## src/rtl/fft_32_input_framer_if.sv

```systemverilog
// fft_32 input-side control struct and the framed output bus that carries it.
// Valid-only stream with no ready: a beat with Output_control.valid=1 must be consumed in that cycle.
package dsp_pkg;
  typedef struct packed {
    logic       valid;
    logic       last;
    logic       reverse;
    logic [4:0] data_index;
    logic [7:0] tag;
  } fft_control_t;
endpackage

interface fft_32_input_framer_if #(
  parameter int DATA_WIDTH = 16
);
  dsp_pkg::fft_control_t        Output_control;
  logic signed [DATA_WIDTH-1:0] Output_i;
  logic signed [DATA_WIDTH-1:0] Output_q;
  logic [0:0]                   Dbg_state;

  modport master (
    output Output_control,
    output Output_i,
    output Output_q,
    output Dbg_state
  );

  modport slave (
    input Output_control,
    input Output_i,
    input Output_q,
    input Dbg_state
  );
endinterface

```

## src/rtl/fft_32_input_framer.sv

```systemverilog
// Ping-pong frame store: collects an unframed I/Q stream and emits only complete
// 32-sample frames to fft_32, tagging each one and counting dropped partial frames.
module fft_32_input_framer #(
  parameter int DATA_WIDTH  = 16,
  parameter int INITIAL_TAG = 0
) (
  input  logic                         Clk,
  input  logic                         Rst_n,
  input  logic                         Input_valid,
  input  logic                         Input_sof,
  input  logic signed [DATA_WIDTH-1:0] Input_i,
  input  logic signed [DATA_WIDTH-1:0] Input_q,
  input  logic                         Config_reverse,
  fft_32_input_framer_if.master        Output_bus,
  output logic [15:0]                  Drop_count
);

  localparam logic [0:0] ST_IDLE  = 1'b0;
  localparam logic [0:0] ST_DRAIN = 1'b1;

  // Write side
  logic [4:0]  wr_index;
  logic        wr_bank;
  logic [1:0]  bank_full;
  logic [1:0]  bank_rev;
  logic [7:0]  bank_tag [2];
  logic [7:0]  tag_cnt;
  logic [15:0] drop_cnt;

  // Read side
  logic [0:0]  state;
  logic        rd_bank;
  logic [4:0]  rd_index;

  logic [2*DATA_WIDTH-1:0] mem [64];
  logic [2*DATA_WIDTH-1:0] rd_data;

  logic       out_valid;
  logic       out_last;
  logic       out_rev;
  logic [4:0] out_index;
  logic [7:0] out_tag;

  logic       restart;
  logic [4:0] wr_addr_idx;
  logic       wr_done;
  logic       rd_en;
  logic       drain_done;

  always_comb begin
    // A start-of-frame in the middle of a frame throws the partial away and restarts at 0.
    restart     = Input_valid && Input_sof && (wr_index != 5'd0);
    wr_addr_idx = restart ? 5'd0 : wr_index;
    wr_done     = Input_valid && (wr_addr_idx == 5'd31);
    rd_en       = (state == ST_DRAIN);
    drain_done  = rd_en && (rd_index == 5'd31);
  end

  // Storage is not reset; out_valid masks stale read data.
  always_ff @(posedge Clk) begin
    if (Input_valid) begin
      mem[{wr_bank, wr_addr_idx}] <= {Input_i, Input_q};
    end
    rd_data <= mem[{rd_bank, rd_index}];
  end

  always_ff @(posedge Clk or negedge Rst_n) begin
    if (!Rst_n) begin
      wr_index    <= 5'd0;
      wr_bank     <= 1'b0;
      bank_rev    <= 2'b00;
      bank_tag[0] <= 8'd0;
      bank_tag[1] <= 8'd0;
      tag_cnt     <= 8'(INITIAL_TAG);
      drop_cnt    <= 16'd0;
    end else if (Input_valid) begin
      wr_index <= wr_done ? 5'd0 : wr_addr_idx + 5'd1;
      if (wr_addr_idx == 5'd0) begin
        bank_rev[wr_bank] <= Config_reverse;
      end
      if (restart && (drop_cnt != 16'hFFFF)) begin
        drop_cnt <= drop_cnt + 16'd1;
      end
      if (wr_done) begin
        bank_tag[wr_bank] <= tag_cnt;
        tag_cnt           <= tag_cnt + 8'd1;
        wr_bank           <= ~wr_bank;
      end
    end
  end

  // The reader releases a bank on the same edge the writer may begin refilling it.
  always_ff @(posedge Clk or negedge Rst_n) begin
    if (!Rst_n) begin
      bank_full <= 2'b00;
    end else begin
      if (drain_done) begin
        bank_full[rd_bank] <= 1'b0;
      end
      if (wr_done) begin
        bank_full[wr_bank] <= 1'b1;
      end
    end
  end

  // Banks fill alternately, so rd_bank toggling after each drain always points at the oldest.
  always_ff @(posedge Clk or negedge Rst_n) begin
    if (!Rst_n) begin
      state    <= ST_IDLE;
      rd_bank  <= 1'b0;
      rd_index <= 5'd0;
    end else begin
      case (state)
        ST_IDLE: begin
          rd_index <= 5'd0;
          if (bank_full[rd_bank]) begin
            state <= ST_DRAIN;
          end
        end
        ST_DRAIN: begin
          rd_index <= rd_index + 5'd1;
          if (rd_index == 5'd31) begin
            rd_bank <= ~rd_bank;
            if (!bank_full[~rd_bank]) begin
              state <= ST_IDLE;
            end
          end
        end
        default: begin
          state    <= ST_IDLE;
          rd_index <= 5'd0;
        end
      endcase
    end
  end

  // Control fields travel with the registered read so they line up with rd_data.
  always_ff @(posedge Clk or negedge Rst_n) begin
    if (!Rst_n) begin
      out_valid <= 1'b0;
      out_last  <= 1'b0;
      out_rev   <= 1'b0;
      out_index <= 5'd0;
      out_tag   <= 8'd0;
    end else begin
      out_valid <= rd_en;
      out_last  <= drain_done;
      out_rev   <= rd_en & bank_rev[rd_bank];
      out_index <= rd_en ? rd_index : 5'd0;
      out_tag   <= rd_en ? bank_tag[rd_bank] : 8'd0;
    end
  end

  assign Output_bus.Output_control.valid      = out_valid;
  assign Output_bus.Output_control.last       = out_last;
  assign Output_bus.Output_control.reverse    = out_rev;
  assign Output_bus.Output_control.data_index = out_index;
  assign Output_bus.Output_control.tag        = out_tag;
  assign Output_bus.Output_i  = out_valid ? rd_data[2*DATA_WIDTH-1:DATA_WIDTH] : '0;
  assign Output_bus.Output_q  = out_valid ? rd_data[DATA_WIDTH-1:0] : '0;
  assign Output_bus.Dbg_state = state;
  assign Drop_count           = drop_cnt;

endmodule

```

## src/flat_wrapper.sv

```systemverilog
// flat-port wrapper written by rule: the top's interface ports become plain ports
module fft_32_input_framer_flat 
#(
  parameter int DATA_WIDTH  = 16,
  parameter int INITIAL_TAG = 0
)
  (Clk, Rst_n, Input_valid, Input_sof, Input_i, Input_q, Config_reverse, Drop_count, Output_bus_Output_control, Output_bus_Output_i, Output_bus_Output_q, Output_bus_Dbg_state);
  fft_32_input_framer_if #(.DATA_WIDTH(DATA_WIDTH)) Output_bus_i ();
  input  logic Clk;
  input  logic Rst_n;
  input  logic Input_valid;
  input  logic Input_sof;
  input  logic signed [DATA_WIDTH-1:0] Input_i;
  input  logic signed [DATA_WIDTH-1:0] Input_q;
  input  logic Config_reverse;
  output logic [15:0] Drop_count;
  output wire logic [$bits(Output_bus_i.Output_control)-1:0] Output_bus_Output_control;
  output wire logic [$bits(Output_bus_i.Output_i)-1:0] Output_bus_Output_i;
  output wire logic [$bits(Output_bus_i.Output_q)-1:0] Output_bus_Output_q;
  output wire logic [$bits(Output_bus_i.Dbg_state)-1:0] Output_bus_Dbg_state;
  assign Output_bus_Output_control = Output_bus_i.Output_control;
  assign Output_bus_Output_i = Output_bus_i.Output_i;
  assign Output_bus_Output_q = Output_bus_i.Output_q;
  assign Output_bus_Dbg_state = Output_bus_i.Dbg_state;
  fft_32_input_framer #(.DATA_WIDTH(DATA_WIDTH), .INITIAL_TAG(INITIAL_TAG)) u_core (.Clk(Clk), .Rst_n(Rst_n), .Input_valid(Input_valid), .Input_sof(Input_sof), .Input_i(Input_i), .Input_q(Input_q), .Config_reverse(Config_reverse), .Output_bus(Output_bus_i), .Drop_count(Drop_count));
endmodule
```

## config.mk

```make
export PLATFORM = sky130hd
export DESIGN_NAME = fft_32_input_framer_flat
export DESIGN_NICKNAME = d
export VERILOG_FILES = /design/src/rtl/fft_32_input_framer_if.sv /design/src/rtl/fft_32_input_framer.sv /design/src/flat_wrapper.sv
export SDC_FILE = /design/constraint.sdc
export NUM_CORES = 2
export LEC_CHECK = 0
export CAP_MARGIN = 20
export CORE_ASPECT_RATIO = 0.9
export CORE_MARGIN = 2
export CORE_UTILIZATION = 56
export DETAILED_ROUTE_END_ITERATION = 7
export HOLD_SLACK_MARGIN = 0.15
export PLACE_DENSITY = 0.75
export SKIP_LAST_GASP = 1
export SYNTH_ARGS = -nofsm -noshare
export SYNTH_HDL_FRONTEND = slang
export SYNTH_SLANG_ARGS = --single-unit
```

## constraint.sdc

```tcl
create_clock -name Clk -period 2.67 [get_ports Clk]
set_input_delay 0.4005 -clock Clk [delete_from_list [all_inputs] [get_ports Clk]]
set_output_delay 0.4005 -clock Clk [all_outputs]
set_load 0.01 [all_outputs]
```

# Word level (Yosys, flattened, before mapping)

Memories as Yosys holds them, arrays and structs flattened. A register that Yosys moved wholly into a read port is not among the register bits.
Cells that the tools add are included.
W data, S select, Z words.

$add $sub $neg: 4
Multiply operators: 0
Divide/modulo/power cells: 0
Order comparisons: 8
Eq/ne operators: 3
Shifts and indexed selects: 0
Multiplexer cells: 32
Bitwise gates (word level): 9
Reductions and logical operators: 14

Operators by type and width:

| operator                | count |
|---|---|
| $mux W8                 | 5 |
| $mux W16                | 2 |
| $add A16 B1 Y16 const B | 1 |
| $bwmux W16              | 1 |
| $ne A16 B16 Y1 const B  | 1 |
| $mux W5                 | 3 |
| $mux W1                 | 13 |
| $add A5 B1 Y5 const B   | 2 |
| $eq A5 B5 Y1 const B    | 2 |
| $pmux W5 S2             | 1 |
| $add A8 B1 Y8 const B   | 1 |
| $demux W8 S1            | 1 |
| $logic_and A1 B1 Y1     | 8 |
| $reduce_and A2 Y1       | 4 |
| $lt A1 B2 Y1 const B    | 3 |
| $logic_not A5 Y1        | 1 |
| $reduce_bool A5 Y1      | 1 |
| $ge A2 B2 Y1 const B    | 2 |
| $mux W2                 | 2 |
| $not A1 Y2              | 2 |
| $not A1 Y1              | 3 |
| $and A2 B2 Y2           | 1 |
| $bwmux W2               | 1 |
| $demux W1 S1            | 2 |
| 6 further kinds         | 7 |

Flip-flop bits (word level): 73
Bits in latches: 0
Memory bits (writable): 2,048
Memory bits (read-only): 0
Input bits: 37
Output and inout port bits: 65
Logic and storage cells: 87
Memories kept: 1

Memory list:

| name       | words | width | read ports | clocked after Yosys merged registers in | write ports | line                      | source |
|---|---|---|---|---|---|---|---|
| u_core.mem | 64    | 32    | 1          | 1                                       | 1           | fft_32_input_framer.sv:35 | `logic [2*DATA_WIDTH-1:0] mem [64];` |

# Depth between registers and ports, before layout

Depth after elaboration: 9
Depth in mapped cells: 13
Mapped depth without buffers: 10

# Worst setup path before layout

OpenSTA, ideal clock, no wires.

Path kind: input to register
Start: input Input_valid
End: memory u_core.mem[51][0] (netlist bit) (enable)
Library setup time: 0.421 ns
Data arrival time: 2.723 ns
Data required time: 2.249 ns
Slack: -0.474 ns
Stages: 5
Buffers on the path: 1
Cell sequence: clkbuf_1 > nand2_1 > nand2_1 > nand4_1 > nor2_1

Cells in the longest elaborated chain, start to end: 3
Elaborated cells on any way between the ends: 5
Classes of those cells: mux (3); reduce/logical (2)

RTL lines:

| item                              | line                      | source |
|---|---|---|
| from (decl)                       | flat_wrapper.sv:11        | `input logic Input_valid;` |
| $logic_and A1 B1 Y1 (2 in series) | fft_32_input_framer.sv:52 | `restart = Input_valid && Input_sof && (wr_index != 5'd0);` |
| $mux W5                           | fft_32_input_framer.sv:53 | `wr_addr_idx = restart ? 5'd0 : wr_index;` |
| to (decl)                         | fft_32_input_framer.sv:35 |  |

Several ways; a longest one is shown, not always the timed one.

# Worst setup path after layout

Start: register u_core.out_valid
End: output Output_bus_Output_i[12]

Cells in the longest elaborated chain, start to end: 1

RTL lines:

| item                   | line                       | source |
|---|---|---|
| from (decl)            | fft_32_input_framer.sv:38  | `logic out_valid;` |
| from (signal assigned) | fft_32_input_framer.sv:146 | `out_valid <= rd_en;` |
| $mux W16               | fft_32_input_framer.sv:159 | `assign Output_bus.Output_i = out_valid ? rd_data[2*DATA_WIDTH-1:DATA_WIDTH] : '0;` |
| to (decl)              | flat_wrapper.sv:18         | `output wire logic [$bits(Output_bus_i.Output_i)-1:0] Output_bus_Output_i;` |

Every way passes these cells.

==> summary.md <==
| Metric | Value |
|---|---|
| Crit end category | `output port` |
| Most frequent cells in the layout | `2048 x edfxtp_1, 546 x mux4_2, 250 x buf_4` |
| Register area share after synthesis | `78.09%` |
| Worst EP arrival | `2.30 ns` |
| Initial antenna violation count | `13` |
| Worst-skew pair later-pin latency | `0.86 ns` |
| Outcome | `finished, violations left` |
| Initial DRT Pass Iterations | `6` |
| WL final | `215200 um` |
| Fin. Hold Viols | `0` |
| First-pass GRT wire length | `303600 um` |
| Nets | `4165` |
| Setup Viol. Count Final | `10` |
| Placed inst area | `90240 sq um` |
| Overall routing resource usage | `28.80%` |
| Area Overhead vs Synth | `18.64%` |
| Post-DR wirelength/cell | `34.46 um` |
| Layout cells sized above 1 | `34.64%` |
| Final WS setup | `-0.03442 ns` |
| Overflow after GRT | `0` |
| Skew final | `0.02730 ns` |
| Crit share post-route | `101.3%` |
| Syn nets | `3597` |
| Vias in the first global route | `41520` |
| Initial Utilization | `56.26%` |
| Total of max-cap violations | `0` |
| Post-synth EDFFs | `2048` |
| Clk sink count | `2153` |
| Die area | `149400 sq um` |
| Count of cell types in the netlist | `50` |
| Top Ports | `102` |
| Synth Flop Type | `edfxtp_1` |
| RSZ-0062 raised after global routing | `true` |
| Syn Inst Count | `3553` |
| Most common cell after layout, fill and taps aside | `edfxtp_1` |
| WS Path Type | `reg -> out` |
| Ys async rst share | `3.391%` |
| Pin count of the biggest net entering global routing | `74` |
| Met3 Wirelength | `26450 um` |
| RePlAce Congestion | `0.8525` |
| Via density | `6.658` |
| Hold WC Path Type | `in -> reg` |
| Post-DP HPWL | `131000 um` |
| Flops & latches, synth | `2153` |
| Finished Cell Area | `97180 sq um` |
| Area of the multi-input gates | `17660 sq um` |
| Fill count | `8672` |
| CTS H-tree depth | `4` |
| Antenna viol nets, final | `0` |
| Die W | `407.2 um` |
| M1 wire length | `78940 um` |
| Worst-margin pin slew | `1.110 ns` |
| CTS root buf | `clkbuf_16` |
| Mapped Avg Cell Area | `23.06 sq um` |
| Clock tree buffer depth | `3` |
| Crit path launch type | `flip-flop` |
| Max_slew headroom | `26.03%` |
| Lkg Pwr | `30.39 nW` |
| Final core occ | `66.74%` |
| Post-Synthesis Cell Area | `81920 sq um` |
| Die Y | `366.8 um` |
| Area of the core | `145600 sq um` |
| Failing checks | `setup timing` |
| Rows | `133` |
| CP max FO | `32` |
| Clock slew seen by the registers of the worst setup and hold paths | `0.06 ns` |
| Final Critical Period | `2.704 ns` |
| DR WL met2 | `102000 um` |
| Yosys top cell by area | `edfxtp_1` |
| DR DRC count | `0` |
| First DRT Iteration DRCs | `6132` |
| Synth top area share | `75.08%` |
| Power density cells | `693.9 nW/um^2` |
| Highest Clock Rate | `369.8 MHz` |
| FF+latch area | `63980 sq um` |
| DP Cell Count | `5843` |
| Synth Warn # | `0` |
| Top routing layer used | `met5` |
| Worst EP required | `2.27 ns` |
| Synth area leaders | `edfxtp_1 75%, mux4_2 15%, dfrtp_1 2.2%` |
| CTS Buf Count | `195` |
| Worst IR Drop VDD | `0.8092 mV` |
| CTS tree | `done` |
| Layout Cells excl Fill | `6243` |
| Via count | `41560` |
| Final-report max-slew violation count | `0` |
| PortBufs | `101` |
==> report_power, final <==
part | switching (mW) | internal [mW] | total, mW
clock network | 12.2 | 15.4 | 27.6
logic | 1.56 | 0.645 | 2.20
registers | 0.203 | 37.4 | 37.6
==> layout make-up <==
class                           instances  area share, %
Timing Repair Buffer                  561          6.944
Sequential cell                      2153          65.84
Tap cell                             1957          2.520
Antenna cell                            5        0.01287
Inverter                               10        0.03862
Clock inverter                        100          1.021
Clock buffer                          257          5.457
Multi-Input combinational cell       1200          18.17
==> synthesized netlist by cell type (all sizes together), types with 30 or more instances <==
library cell,n
mux2i,44
mux4,546
nand2,67
dfrtp,73
a211oi,30
clkbuf,90
mux2,79
buf,100
and2,45
o21ai,35
o22ai,33
nor2,74
o221ai,30
dfxtp,32
edfxtp,2048
==> timing repair <==
action	in CTS	in global routing
buffers inserted	0	15
gates cloned	0	2
hold buffers	21	0
hold endpoints to repair	748	0
resized for setup	17	34
setup endpoints to repair	43	57
==> through the flow <==
stage	setup slack (ns)	hold WS [ns]	power [mW]	setup TNS (ns)
floorplan	-0.4741	0.1049	38.82	-790.90
global placement	-0.2881	0.4797	40.38	-52.74
detailed placement	-0.3776	0.4927	40.47	-79.43
CTS	-0.1067	0.1736	67.66	-1.910
global route	-0.08399	0.2363	68.98	-1.673
finish	-0.03442	0.2249	67.44	-0.1481
==> registers in the layout (all words and copies together), names as in the netlist, 2 cells and up <==
name and flops:
u_core.mem 2048, u_core.out_tag 8, u_core.bank_rev 2, u_core.out_index 5
u_core.bank_tag 16, u_core.rd_data 32, u_core.bank_full 2, u_core.Drop_count 16
u_core.tag_cnt 8, u_core.rd_index 5, u_core.wr_index 5
==> kinds of logic after synthesis <==
kind of cell	share of synthesized area, %
AO/OA/AOI/OAI	2.192
AND/OR/NAND/NOR	1.508
XOR/XNOR	0.2780
flip-flops	78.09
adder cells (fa/ha/maj)	0.1069
multiplexers	16.64
buffers and inverters	1.193
==> critical path, stage by stage (launching register included) <==
cell and delay, ns:
dfrtp_1 0.41, buf_12 0.23, and2_2 0.25, clkdlybuf4s50_1 0.55
==> layer usage <==
metal / track usage, % / vias to the layer above
li1: - / 16290
met1: 40.75 / 22010
met2: 44.24 / 2844
met3: 7.244 / 405
met4: 10.24 / 12
met5: 0 / -
==> worst paths after layout <==
check | slack, ns | to | cells past startpoint | start
setup / recovery | -0.03 | Output_bus_Output_i[12] | 3 | u_core.out_valid
hold / removal | 0.22 | u_core.mem[37][19] | 1 | Input_i[3]
setup reg to reg | -0.02 | u_core.rd_data[17] | 7 | u_core.rd_index[3]
hold reg to reg | 0.50 | u_core.bank_tag[14] | 1 | u_core.bank_tag[14]
max in group asynchronous | 1.73 | u_core.rd_index[0] | 2 | Rst_n
min in group asynchronous | 0.25 | u_core.out_index[2] | 2 | Rst_n
No activity file was read; power rests on OpenSTA's default activity.
